File: src/rtl/bootrom_bus_bridge.sv
// bootrom_bus_bridge
// Slave adapter between the PicoRV32 native memory bus and the synchronous
// bootloader ROM window. Decodes the window, issues registered ROM reads,
// absorbs the ROM's one-cycle read latency, keeps a one-word sequential
// instruction prefetch buffer and flags writes into the read-only window.
module bootrom_bus_bridge #(
  parameter logic [31:0] BASE_ADDR   = 32'h0001_0000,
  parameter int          SIZE_BYTES  = 8192,
  parameter int          ADDR_W      = 13,
  parameter int          PREFETCH_EN = 1
) (
  input  logic              clk,
  input  logic              resetn,
  input  logic              mem_valid,
  input  logic              mem_instr,
  input  logic [31:0]       mem_addr,
  input  logic [3:0]        mem_wstrb,
  output logic              mem_ready,
  output logic [31:0]       mem_rdata,
  output logic              sel,
  output logic [ADDR_W-1:0] rom_addr,
  output logic              rom_enable,
  input  logic [31:0]       rom_rdata,
  output logic              wr_fault,
  output logic [31:0]       fault_addr
);

  // Word-offset width inside the window and the last word offset.
  localparam int              OFF_W    = ADDR_W - 2;
  localparam logic [31:0]     WIN_MASK = ~(32'(SIZE_BYTES) - 32'd1);
  localparam logic [OFF_W-1:0] LAST_OFF = '1;

  typedef enum logic [2:0] {
    S_IDLE,
    S_ISSUE,
    S_CAPTURE,
    S_RESP,
    S_WRESP,
    S_PF_ISSUE,
    S_PF_CAPTURE
  } state_t;

  state_t            state;
  state_t            state_nx;

  // Captured request and prefetch buffer.
  logic [OFF_W-1:0]  req_off;
  logic              req_instr;
  logic              pf_valid;
  logic [OFF_W-1:0]  pf_tag;
  logic [31:0]       pf_data;

  // Decode helpers.
  logic [OFF_W-1:0]  offset;
  logic [OFF_W-1:0]  pf_next;
  logic              is_write;
  logic              pf_hit;
  logic              pf_due;

  // Next values of the registered outputs.
  logic              mem_ready_d;
  logic [31:0]       mem_rdata_d;
  logic [ADDR_W-1:0] rom_addr_d;
  logic              rom_enable_d;
  logic              wr_fault_d;
  logic [31:0]       fault_addr_d;

  assign sel      = mem_valid && ((mem_addr & WIN_MASK) == BASE_ADDR);
  assign offset   = mem_addr[ADDR_W-1:2];
  assign is_write = (mem_wstrb != 4'b0000);
  assign pf_hit   = pf_valid && (pf_tag == offset);
  assign pf_next  = req_off + OFF_W'(1);

  // A prefetch follows only an instruction read, never runs past the last
  // window word, and is skipped when the buffer already holds that word.
  assign pf_due = (PREFETCH_EN != 0) && req_instr && (req_off != LAST_OFF) &&
                  !(pf_valid && (pf_tag == pf_next));

  // State register.
  // NOTE: sequential state uses non-blocking assignments so every flop samples
  // the pre-edge values of the others, independent of block ordering.
  always_ff @(posedge clk or negedge resetn) begin
    if (!resetn) begin
      state <= S_IDLE;
    end else begin
      state <= state_nx;
    end
  end

  // Next-state decode; requests are only looked at in IDLE, so anything that
  // arrives during a response or a prefetch simply waits with mem_valid high.
  // NOTE: every combinational output gets a default first, so no path leaves
  // it unassigned and no latch is inferred.
  always_comb begin
    state_nx = state;
    unique case (state)
      S_IDLE: begin
        if (sel) begin
          if (is_write)    state_nx = S_WRESP;
          else if (pf_hit) state_nx = S_RESP;
          else             state_nx = S_ISSUE;
        end
      end
      S_ISSUE:      state_nx = S_CAPTURE;
      S_CAPTURE:    state_nx = S_RESP;
      S_RESP:       state_nx = pf_due ? S_PF_ISSUE : S_IDLE;
      S_WRESP:      state_nx = S_IDLE;
      S_PF_ISSUE:   state_nx = S_PF_CAPTURE;
      S_PF_CAPTURE: state_nx = S_IDLE;
      default:      state_nx = S_IDLE;
    endcase
  end

  // Output decode: bus-facing outputs are registered, so their next values are
  // derived from the state being entered.
  always_comb begin
    mem_ready_d  = (state_nx == S_RESP) || (state_nx == S_WRESP);
    wr_fault_d   = (state_nx == S_WRESP);
    rom_enable_d = (state_nx == S_ISSUE) || (state_nx == S_PF_ISSUE);
    rom_addr_d   = rom_addr;
    mem_rdata_d  = mem_rdata;
    fault_addr_d = fault_addr;
    if (state_nx == S_ISSUE) begin
      rom_addr_d = {offset, 2'b00};
    end else if (state_nx == S_PF_ISSUE) begin
      rom_addr_d = {pf_next, 2'b00};
    end
    if (state == S_CAPTURE) begin
      mem_rdata_d = rom_rdata;
    end else if ((state == S_IDLE) && (state_nx == S_RESP)) begin
      mem_rdata_d = pf_data;
    end
    if (state_nx == S_WRESP) begin
      fault_addr_d = mem_addr;
    end
  end

  // Registered bus and ROM outputs.
  always_ff @(posedge clk or negedge resetn) begin
    if (!resetn) begin
      mem_ready  <= 1'b0;
      mem_rdata  <= '0;
      rom_addr   <= '0;
      rom_enable <= 1'b0;
      wr_fault   <= 1'b0;
      fault_addr <= '0;
    end else begin
      mem_ready  <= mem_ready_d;
      mem_rdata  <= mem_rdata_d;
      rom_addr   <= rom_addr_d;
      rom_enable <= rom_enable_d;
      wr_fault   <= wr_fault_d;
      fault_addr <= fault_addr_d;
    end
  end

  // Request capture and prefetch buffer fill; the ROM never changes, so the
  // buffer is only cleared by reset.
  always_ff @(posedge clk or negedge resetn) begin
    if (!resetn) begin
      req_off   <= '0;
      req_instr <= 1'b0;
      pf_valid  <= 1'b0;
      pf_tag    <= '0;
      pf_data   <= '0;
    end else begin
      if ((state == S_IDLE) && sel) begin
        req_off   <= offset;
        req_instr <= mem_instr;
      end
      if (state == S_PF_CAPTURE) begin
        pf_valid <= 1'b1;
        pf_tag   <= pf_next;
        pf_data  <= rom_rdata;
      end
    end
  end

endmodule

File: config.mk
export PLATFORM = sky130hd
export DESIGN_NAME = bootrom_bus_bridge
export DESIGN_NICKNAME = d
export VERILOG_FILES = /design/src/rtl/bootrom_bus_bridge.sv
export SDC_FILE = /design/constraint.sdc
export NUM_CORES = 1
export LEC_CHECK = 0
export CAP_MARGIN = 30
export CORE_MARGIN = 2
export CORE_UTILIZATION = 50
export CTS_CLUSTER_DIAMETER = 40
export CTS_CLUSTER_SIZE = 14
export DETAILED_ROUTE_END_ITERATION = 6
export GPL_ROUTABILITY_DRIVEN = 0
export GPL_TIMING_DRIVEN = 0
export PLACE_DENSITY = 0.81
export REMOVE_ABC_BUFFERS = 1
export SLEW_MARGIN = 20
export SYNTH_ARGS = -nofsm -noshare
export SYNTH_HDL_FRONTEND = slang
export SYNTH_SLANG_ARGS = --single-unit
File: constraint.sdc
create_clock -name clk -period 2.7 [get_ports clk]
set_input_delay 0.54 -clock clk [delete_from_list [all_inputs] [get_ports clk]]
set_output_delay 0.54 -clock clk [all_outputs]
set_load 0.05 [all_outputs]
; Word-level counts from Yosys, hierarchy flattened
; Index checks and enable logic that the tools add are counted.
[word_totals]
ff_bits = 139
in_bits = 72
elab_cells = 49
[classes]
add_sub_neg = 1
eq_ne = 13
muxes = 9
n_reduce_logical = 14
[ops]
columns = operator, n
row1 = two-way mux 32 bit, 2
row2 = two-way mux 13 bit, 2
row3 = equality test 11 bit, 2
row4 = "equality test 19 x 4 -> 1 bit, second input constant", 1
row5 = case mux 3 bit (5 select lines), 1
row6 = "equality test 3 bit, second input constant", 4
row7 = "adder 11 x 1 -> 11 bit, second input constant", 1
row8 = "inequality test 11 bit, second input constant", 1
row9 = "equality test 3 x 2 -> 1 bit, second input constant", 3
row10 = two-way mux 3 bit, 3
row11 = logical AND 1 bit, 7
row12 = "equality test 3 x 1 -> 1 bit, second input constant", 2
row13 = nonzero test 2 bit, 2
row14 = nonzero test 4 bit, 1
row15 = zero test 3 bit, 1
row16 = logical OR 1 bit, 2
row17 = two-way mux 2 bit, 1
row18 = zero test 1 bit, 1

; Depth between registers and ports, before layout
; Gate-level depths: netlist of the first run.
[depth]
word_depth = 11
depth_mapped = 9
ltp_nobuf = 8

; Least setup slack after synthesis of the first run
; No wires, ideal clock.
[synth_timing]
kind = input to register
startpoint = input port mem_wstrb[1]
endpoint = register rom_addr[11]
arrival_ns = 2.327
t_required_ns = 2.578
setup_slack_ns = 0.252
path_stages = 8
n_path_buf = 2
cell_sequence = or4_4 -> nor4bb_1 -> buf_6 -> nor4_2 -> nand4_1 -> buf_2 -> o2111a_1 -> a32o_1
[synth_between]
elab_chain_len = 6
elab_cells_between_ends = 8
[synth_rtl]
columns = element, line
row1 = start: declaration, 17  ; input logic [3:0] mem_wstrb,
row2 = nonzero test 4 bit *, 70  ; assign is_write = (mem_wstrb != 4'b0000);
row3 = two-way mux 3 bit *, 99  ; if (is_write) state_nx = S_WRESP;
row4 = two-way mux 3 bit *, 98  ; if (sel) begin
row5 = case mux 3 bit (5 select lines) *, 96  ; unique case (state)
row6 = equality test 3 x 1 -> 1 bit or equality test 3 bit (tied branches), "123, 125"
row7 = two-way mux 13 bit or nonzero test 2 bit (tied branches), -
row8 = end signal: assignment, 150  ; rom_addr <= rom_addr_d;
row9 = end: declaration, 21  ; output logic [ADDR_W-1:0] rom_addr,
; Every way passes the cells marked *; elsewhere a longest branch is shown, timed or not.
; A chain may end at the register's enable or synchronous reset.

; Final worst setup path of the first run
[layout_timing]
startpoint = input port mem_wstrb[1]
endpoint = register rom_addr[7]
; Same word-level chain as after synthesis.

==> results.rst, run 1 <==
.. list-table::
   :header-rows: 1

   * - Metric
     - Value
   * - Final Total Pwr
     - 8.71 mW
   * - Start point of the critical path
     - mem_wstrb[1]
   * - Pre-Repair DR Iteration Count
     - 4
   * - Period utilisation layout
     - 0.974
   * - Clock insertion delay at the later pin of the skew report
     - 430 ps
   * - Clock H-tree levels
     - 4
   * - Clock tree from TritonCTS
     - done
   * - Slowest cell on the critical path
     - sky130_fd_sc_hd__or4_4
   * - Kind of launch point of the worst setup path
     - input pin
   * - Number of buffers created by CTS
     - 17
   * - Maximum frequency from static timing analysis
     - 0.380 GHz
   * - Max-cap violations
     - 0
   * - RSZ-0062 raised after global routing
     - false
   * - First-pass GRT wire length
     - 26300 um
   * - Critical Path Sink Type
     - flip-flop
   * - Relative slew margins
     - 0.612
   * - Routed Antenna Nets
     - 0
   * - Width of the die
     - 116 um
   * - Number of filler instances in the final layout
     - 854
   * - Count of pins on the block boundary
     - 153
   * - Number of sinks handled by clock tree synthesis
     - 137
   * - Avg Inst Size Synth
     - 11.5 um^2
   * - Wire length after detailed routing
     - 16300 um
   * - Highest fanout seen on the critical path
     - 6
   * - Routed via count divided by cell count
     - 5.49
   * - Reg-to-Reg Start
     - req_off[4]
   * - Starting Density
     - 0.515
   * - Placed wire-length estimate after detailed placement
     - 10900 um
   * - Routed length per placed instance
     - 18.6 um
   * - Yosys top cell by area
     - sky130_fd_sc_hd__dfrtp_1
   * - Crit Path Class
     - in -> reg
   * - Number of synthesized flops with an enable pin
     - 0
   * - Critical path arrival
     - 2930 ps
   * - Area share of the largest cell type after synthesis
     - 0.549
   * - Share of flip-flops with an asynchronous set or reset after synthesis
     - 1.00
   * - CTS max path bufs
     - 2
   * - Min-delay worst type
     - in -> async
   * - Number of nets in the finished design
     - 773
   * - Measured slew at the worst slew-check pin
     - 582 ps
   * - Synth Warn #
     - 0
   * - Final setup skew
     - 14.9 ps
   * - CP cell instances
     - clkdlybuf4s50_1, or4_4, nor4bb_4, buf_6, nor4_2, nand4_1, buf_4, o21a_1, a32o_1
   * - Port bufs
     - 150
   * - Most instantiated cells after synthesis
     - sky130_fd_sc_hd__dfrtp_1 (137), sky130_fd_sc_hd__mux2_2 (56), sky130_fd_sc_hd__a21oi_1 (47), sky130_fd_sc_hd__nor2_1 (40), sky130_fd_sc_hd__mux2i_1 (32)
   * - Vias in the first global route
     - 5187
   * - Proportion of layout cells with a drive suffix above 1
     - 0.199
   * - CP Buf/Inv Count
     - 3
   * - Global-route total usage across every layer
     - 0.257
   * - Cell count after synthesis
     - 541
   * - Worst vdd ir
     - 0.000832 V
   * - Share of the yosys chip area belonging to registers
     - 0.549
   * - Most frequent cell after synthesis
     - sky130_fd_sc_hd__dfrtp_1
   * - DRC Markers
     - 0
   * - Register bit total from synthesis
     - 137
   * - Endpoints failing hold
     - 0
   * - Number of slew-limit violations in the final report
     - 0
   * - Total placed instance area
     - 8020 um^2
   * - Core Box Area
     - 12100 um^2
   * - Endpoints failing setup
     - 0
   * - Flip-flop cell with the highest count after synthesis
     - sky130_fd_sc_hd__dfrtp_1
   * - Antenna cell count
     - 0
   * - Overall via count from detail_route
     - 4839
   * - Remaining Overflow, GRT
     - 0
   * - Power density cells
     - 984 nW/um^2
   * - Biggest cell delay along the critical path
     - 550 ps
   * - Die area
     - 13400 um^2
   * - Initial antenna violation count
     - 0
   * - Kind of cell with the highest combined delay on the critical path
     - simple AND/OR/NAND/NOR gates
   * - Cell area after synthesis
     - 6240 um^2
   * - Area growth, synth to finish
     - 41.8%
   * - Pin count of the biggest net entering global routing
     - 89
   * - Static Leak
     - 3.80 nW
   * - Biggest area contributors in the synthesized netlist
     - sky130_fd_sc_hd__dfrtp_1 (55%), sky130_fd_sc_hd__mux2_2 (10%), sky130_fd_sc_hd__mux2i_1 (5.1%)
   * - Clock tree root buffer cell
     - sky130_fd_sc_hd__clkbuf_16
   * - Initial detailed-routing violation count
     - 271
   * - Worst Reg2Reg Path Length in Cells
     - 8
   * - Final critical path time including I/O delays and setup
     - 2630 ps
   * - Setup slack of the most critical reg-to-reg path
     - 180 ps
   * - Required time of the critical path
     - 3000 ps
   * - Number of buffers added to fix hold violations after cts
     - 0
   * - Layout Cell Area excl Fill
     - 8850 um^2
   * - Clock-pin slew of the registers on the worst-case setup and hold paths
     - 60 ps
   * - RR Endpoint
     - rom_addr[7]
   * - Vertical die dimension
     - 116 um
   * - Core Rows
     - 40
   * - Library cells used by synthesis
     - 55
   * - Run status
     - completed
[power breakdown]
part,total [mW],leakage [nW],internal [mW],switching (mW)
registers,2.67,1.71,2.43,0.236
logic,3.55,1.78,1.31,2.23
clock network,2.49,0.308,1.61,0.883
[layout by cell type, fill, tap and decap left out, types with 17 or more instances in the layout]
master                            synthesis  routed
sky130_fd_sc_hd__a21oi_1                 47      47
sky130_fd_sc_hd__clkbuf_16                0      17
sky130_fd_sc_hd__clkdlybuf4s50_1          0     148
sky130_fd_sc_hd__dfrtp_1                137     136
sky130_fd_sc_hd__mux2_2                  56      56
sky130_fd_sc_hd__mux2i_1                 32      32
sky130_fd_sc_hd__nand2_1                 21      21
sky130_fd_sc_hd__nor2_1                  40      39
sky130_fd_sc_hd__nor2b_1                 18      18
sky130_fd_sc_hd__o21ai_0                 21      21
sky130_fd_sc_hd__xnor2_1                 23      22
[cell type report]
type	count	area, um^2	share of cell area
multi-input cells	357	2760	0.312
clock buffers	20	467	0.0527
well taps	168	210	0.0237
flip-flops and latches	137	3430	0.387
clock inverters	12	171	0.0194
repair buffers	172	1760	0.198
inverters	15	56.3	0.00636
[per-stage QoR]
stage / instances / setup WS [ps] / hold slack [ps] / utilization / setup TNS, ps
floorplan: 508 / -2630 / 244 / - / -96600
global placement: 826 / -6010 / 455 / 0.644 / -865390
detailed placement: 839 / -1110 / 454 / 0.662 / -59630
CTS: 881 / 12.9 / 21.9 / 0.727 / 0
global route: 881 / 1.90 / 26.3 / 0.731 / 0
finish: 881 / 70.9 / 9.96 / 0.731 / 0
[how the worst max path moves through the flow]
stage	endpoint	slack, ps	cells after the start
5_1_grt	rom_addr[7]	2	9
3_3_place_gp	rom_addr[3]	-6010	8
6_report	rom_addr[7]	70	9
4_1_cts	rom_addr[7]	10	9
2_1_floorplan	rom_addr[3]	-2630	7
3_5_place_dp	rom_addr[3]	-1110	9
[sequential cells by signal, summed over array words and instances, names as in the netlist]
register,flops
fault_addr,32
mem_rdata,32
mem_ready,1
pf_data,32
pf_tag,11
pf_valid,1
req_instr,1
req_off,11
rom_addr,11
rom_enable,1
state,3
wr_fault,1
[kinds of logic after synthesis]
logic type,synth area share
flops,0.549
mux,0.152
compound gates,0.106
other cells,0.000601
simple gates,0.110
fa+ha+maj,0.00200
buf+inv,0.0335
xor+xnor,0.0457
[routing by layer]
metal	track usage	wire length, um
met3	0.103	1480
met1	0.307	6460
met5	0	0
met2	0.425	8130
met4	0.0921	282
[repair_timing]
action	in CTS	in global routing
setup buffers	9	0
endpoints found under the setup margin	69	44
pin swaps	5	2
gates resized for setup	19	8
gates cloned	1	0
Note: power is estimated with default switching activity, not from simulation.
==> run 2: changes to the inputs <==
--- a/config.mk
+++ b/config.mk
@@ -15,6 +15,7 @@
 export GPL_TIMING_DRIVEN = 0
 export PLACE_DENSITY = 0.81
 export REMOVE_ABC_BUFFERS = 1
+export SETUP_SLACK_MARGIN = 0.4
 export SLEW_MARGIN = 20
 export SYNTH_ARGS = -nofsm -noshare
 export SYNTH_HDL_FRONTEND = slang
==> run 2 against run 1 <==
Net effect: critical path depth did not move; combinational power up 3%; first-iteration DRC count is 28% higher.
==> results.rst, run 2 (synthesized netlist as in run 1, its figures left out) <==
.. list-table::
   :header-rows: 1

   * - Metric
     - Value
   * - Initial antenna violation count
     - 3 (+3)
   * - Pre-Repair DR Iteration Count
     - 4 (unchanged)
   * - Endpoints failing hold
     - 0 (unchanged)
   * - Placed wire-length estimate after detailed placement
     - 10900 um (unchanged)
   * - Number of filler instances in the final layout
     - 791 (-7.4%)
   * - Highest fanout seen on the critical path
     - 5 (-1)
   * - Min-delay worst type
     - in -> async
   * - Vertical die dimension
     - 116 um (unchanged)
   * - Sw Ratio
     - 0.386 (+0.00163)
   * - Die area
     - 13400 um^2 (unchanged)
   * - Number of slew-limit violations in the final report
     - 0 (unchanged)
   * - Critical path arrival
     - 2790 ps (-140 ps)
   * - Number of buffers created by CTS
     - 17 (unchanged)
   * - Psw
     - 3.41 mW (+1.8%)
   * - Remaining Overflow, GRT
     - 0 (unchanged)
   * - Top flop regs
     - fault_addr: 32 flops, mem_rdata: 32 flops, pf_data: 32 flops
   * - Relative slew margins
     - 0.607 (-0.00468)
   * - Max-cap violations
     - 0 (unchanged)
   * - Dpl ws
     - -1110 ps (unchanged)
   * - Initial detailed-routing violation count
     - 346 (+28%)
   * - Starting Density
     - 0.515 (unchanged)
   * - Crit Path Class
     - reg -> reg
   * - Clock-pin slew of the registers on the worst-case setup and hold paths
     - 60 ps (about the same)
   * - CTS max path bufs
     - 2 (unchanged)
   * - Routed via count divided by cell count
     - 5.66 (+3.1%)
   * - Area growth, synth to finish
     - 48.2%
   * - Final critical path time including I/O delays and setup
     - 2480 ps (-153 ps)
   * - Layout Cell Area excl Fill
     - 9250 um^2 (+4.5%)
   * - First-pass GRT wire length
     - 28400 um (+7.9%)
   * - Final critical-path setup slack
     - 224 ps (+153 ps)
   * - Maximum frequency from static timing analysis
     - 0.404 GHz (+6.2%)
   * - Clock insertion delay at the later pin of the skew report
     - 430 ps (about the same)
   * - Static Leak
     - 4.04 nW (+6.3%)
   * - Critical Path Sink Type
     - flip-flop
   * - Period utilisation layout
     - 0.917 (-0.0568)
   * - Core Box Area
     - 12100 um^2 (unchanged)
   * - Commonest cells after routing, fill and taps aside
     - sky130_fd_sc_hd__dfrtp_1 (129), sky130_fd_sc_hd__clkdlybuf4s50_1 (126), sky130_fd_sc_hd__mux2_2 (56)
   * - Routed Antenna Nets
     - 0 (unchanged)
   * - Comb pwr share
     - 0.413 (+0.006)
   * - Power density cells
     - 955 nW/um^2 (-3.0%)
   * - Measured slew at the worst slew-check pin
     - 587 ps (+5.12 ps)
   * - Required time of the critical path
     - 3010 ps (about the same)
   * - Number of nets in the finished design
     - 797 (+3.1%)
   * - Wire length after detailed routing
     - 18000 um (+10%)
   * - RSZ-0062 raised after global routing
     - true
   * - Total placed instance area
     - 8020 um^2 (unchanged)
   * - Final setup skew
     - 8.77 ps (-6.10 ps)
   * - Endpoints failing setup
     - 0 (unchanged)
   * - Clock tree from TritonCTS
     - done
   * - Proportion of layout cells with a drive suffix above 1
     - 0.252 (+0.0532)
   * - Flop pwr share
     - 0.303 (-0.004)
   * - Core Rows
     - 40 (unchanged)
   * - Routed length per placed instance
     - 19.8 um (+6.7%)
   * - Run status
     - completed
   * - Internal power
     - 5.42 mW (+1.1%)
   * - Number of sinks handled by clock tree synthesis
     - 137 (unchanged)
   * - Start point of the critical path
     - req_off[0]
   * - DRC Markers
     - 0 (unchanged)
   * - Reg-to-Reg Start
     - req_off[0]
   * - Vias in the first global route
     - 5477 (+5.6%)
   * - Share of total power in the clock network
     - 0.283 (-0.003)
   * - Width of the die
     - 116 um (unchanged)
   * - Overall via count from detail_route
     - 5143 (+6.3%)
   * - Clock H-tree levels
     - 4 (unchanged)
   * - Kind of launch point of the worst setup path
     - flip-flop
   * - Global-route total usage across every layer
     - 0.279 (+0.0214)
   * - Commonest non-fill, non-tap cell in the layout
     - sky130_fd_sc_hd__dfrtp_1
   * - Clock tree root buffer cell
     - sky130_fd_sc_hd__clkbuf_16
   * - Worst vdd ir
     - 0.000878 V (+5.5%)
   * - Pin count of the biggest net entering global routing
     - 89 (unchanged)
   * - Count of pins on the block boundary
     - 153 (unchanged)
   * - Port bufs
     - 150 (unchanged)
==> run 2: through the flow <==
stage               std cells  utilization  power, mW  hold WS (ps)  TNS [ps]
floorplan                 508            -       4.81           244    -96600
global placement          826        0.644       5.90           455   -865390
detailed placement        839        0.662       6.06           454    -59630
CTS                       901        0.754       8.77          21.8         0
global route              906        0.763       9.16          29.5         0
finish                    908        0.764       8.83          8.87         0
==> run 2: cell type report <==
| class | count | area (um^2) | share of cell area |
|---|---|---|---|
| diodes | 3 | 7.51 | 0.000812 |
| clock buffers | 20 | 467 | 0.0505 |
| clock inverters | 12 | 171 | 0.0185 |
| inverters | 15 | 56.3 | 0.00609 |
| multi-input cells | 358 | 2920 | 0.316 |
| flip-flops and latches | 137 | 3440 | 0.372 |
| well taps | 168 | 210 | 0.0227 |
| repair buffers | 195 | 1980 | 0.214 |
==> run 2: worst max-delay path, cell delays in order (launching register included) <==
cell and delay (ps):
sky130_fd_sc_hd__dfrtp_2 420, sky130_fd_sc_hd__ha_4 220, sky130_fd_sc_hd__nand3_4 140, sky130_fd_sc_hd__nor3_4 290
sky130_fd_sc_hd__xnor3_1 200, sky130_fd_sc_hd__nor3b_4 230, sky130_fd_sc_hd__nand4_1 240, sky130_fd_sc_hd__buf_4 240
sky130_fd_sc_hd__o21a_1 160, sky130_fd_sc_hd__a32o_1 210
==> run 2: routing by layer <==
layer	GRT usage	vias up	part of all wire
li1	-	2276	-
met1	0.328	2569	0.39
met2	0.453	235	0.50
met3	0.104	63	0.081
met4	0.135	0	0.032
met5	0	-	0
==> run 2: power by group through the flow <==
| stage | combinational [mW] | clock (mW) | sequential [mW] |
|---|---|---|---|
| final | 3.65 | 2.50 | 2.68 |
| after global routing | 3.83 | 2.62 | 2.71 |
| after CTS | 3.58 | 2.52 | 2.67 |
| after detailed placement | 3.37 | 0 | 2.68 |
| after global placement | 3.22 | 0 | 2.67 |
| after floorplan | 1.01 | 0 | 3.80 |
==> run 2: path summary, 6_finish.rpt <==
path                                  end  depth (start not counted)  slack (ps)
min reg2reg                fault_addr[16]                          1         460
max in group asynchronous      req_off[0]                          2        1930
min                         fault_addr[7]                          1           9
max                           rom_addr[5]                          9         220
min in group clk           fault_addr[16]                          1         460
max reg2reg                   rom_addr[5]                          9         220
==> run 2: repair_timing <==
| item | CTS | global route |
|---|---|---|
| resized for setup | 73 | 20 |
| endpoints found under the setup margin | 90 | 62 |
| pin swaps | 36 | 22 |
| cloned | 2 | 0 |
| setup buffers | 28 | 4 |
| hold buffers | 0 | 0 |
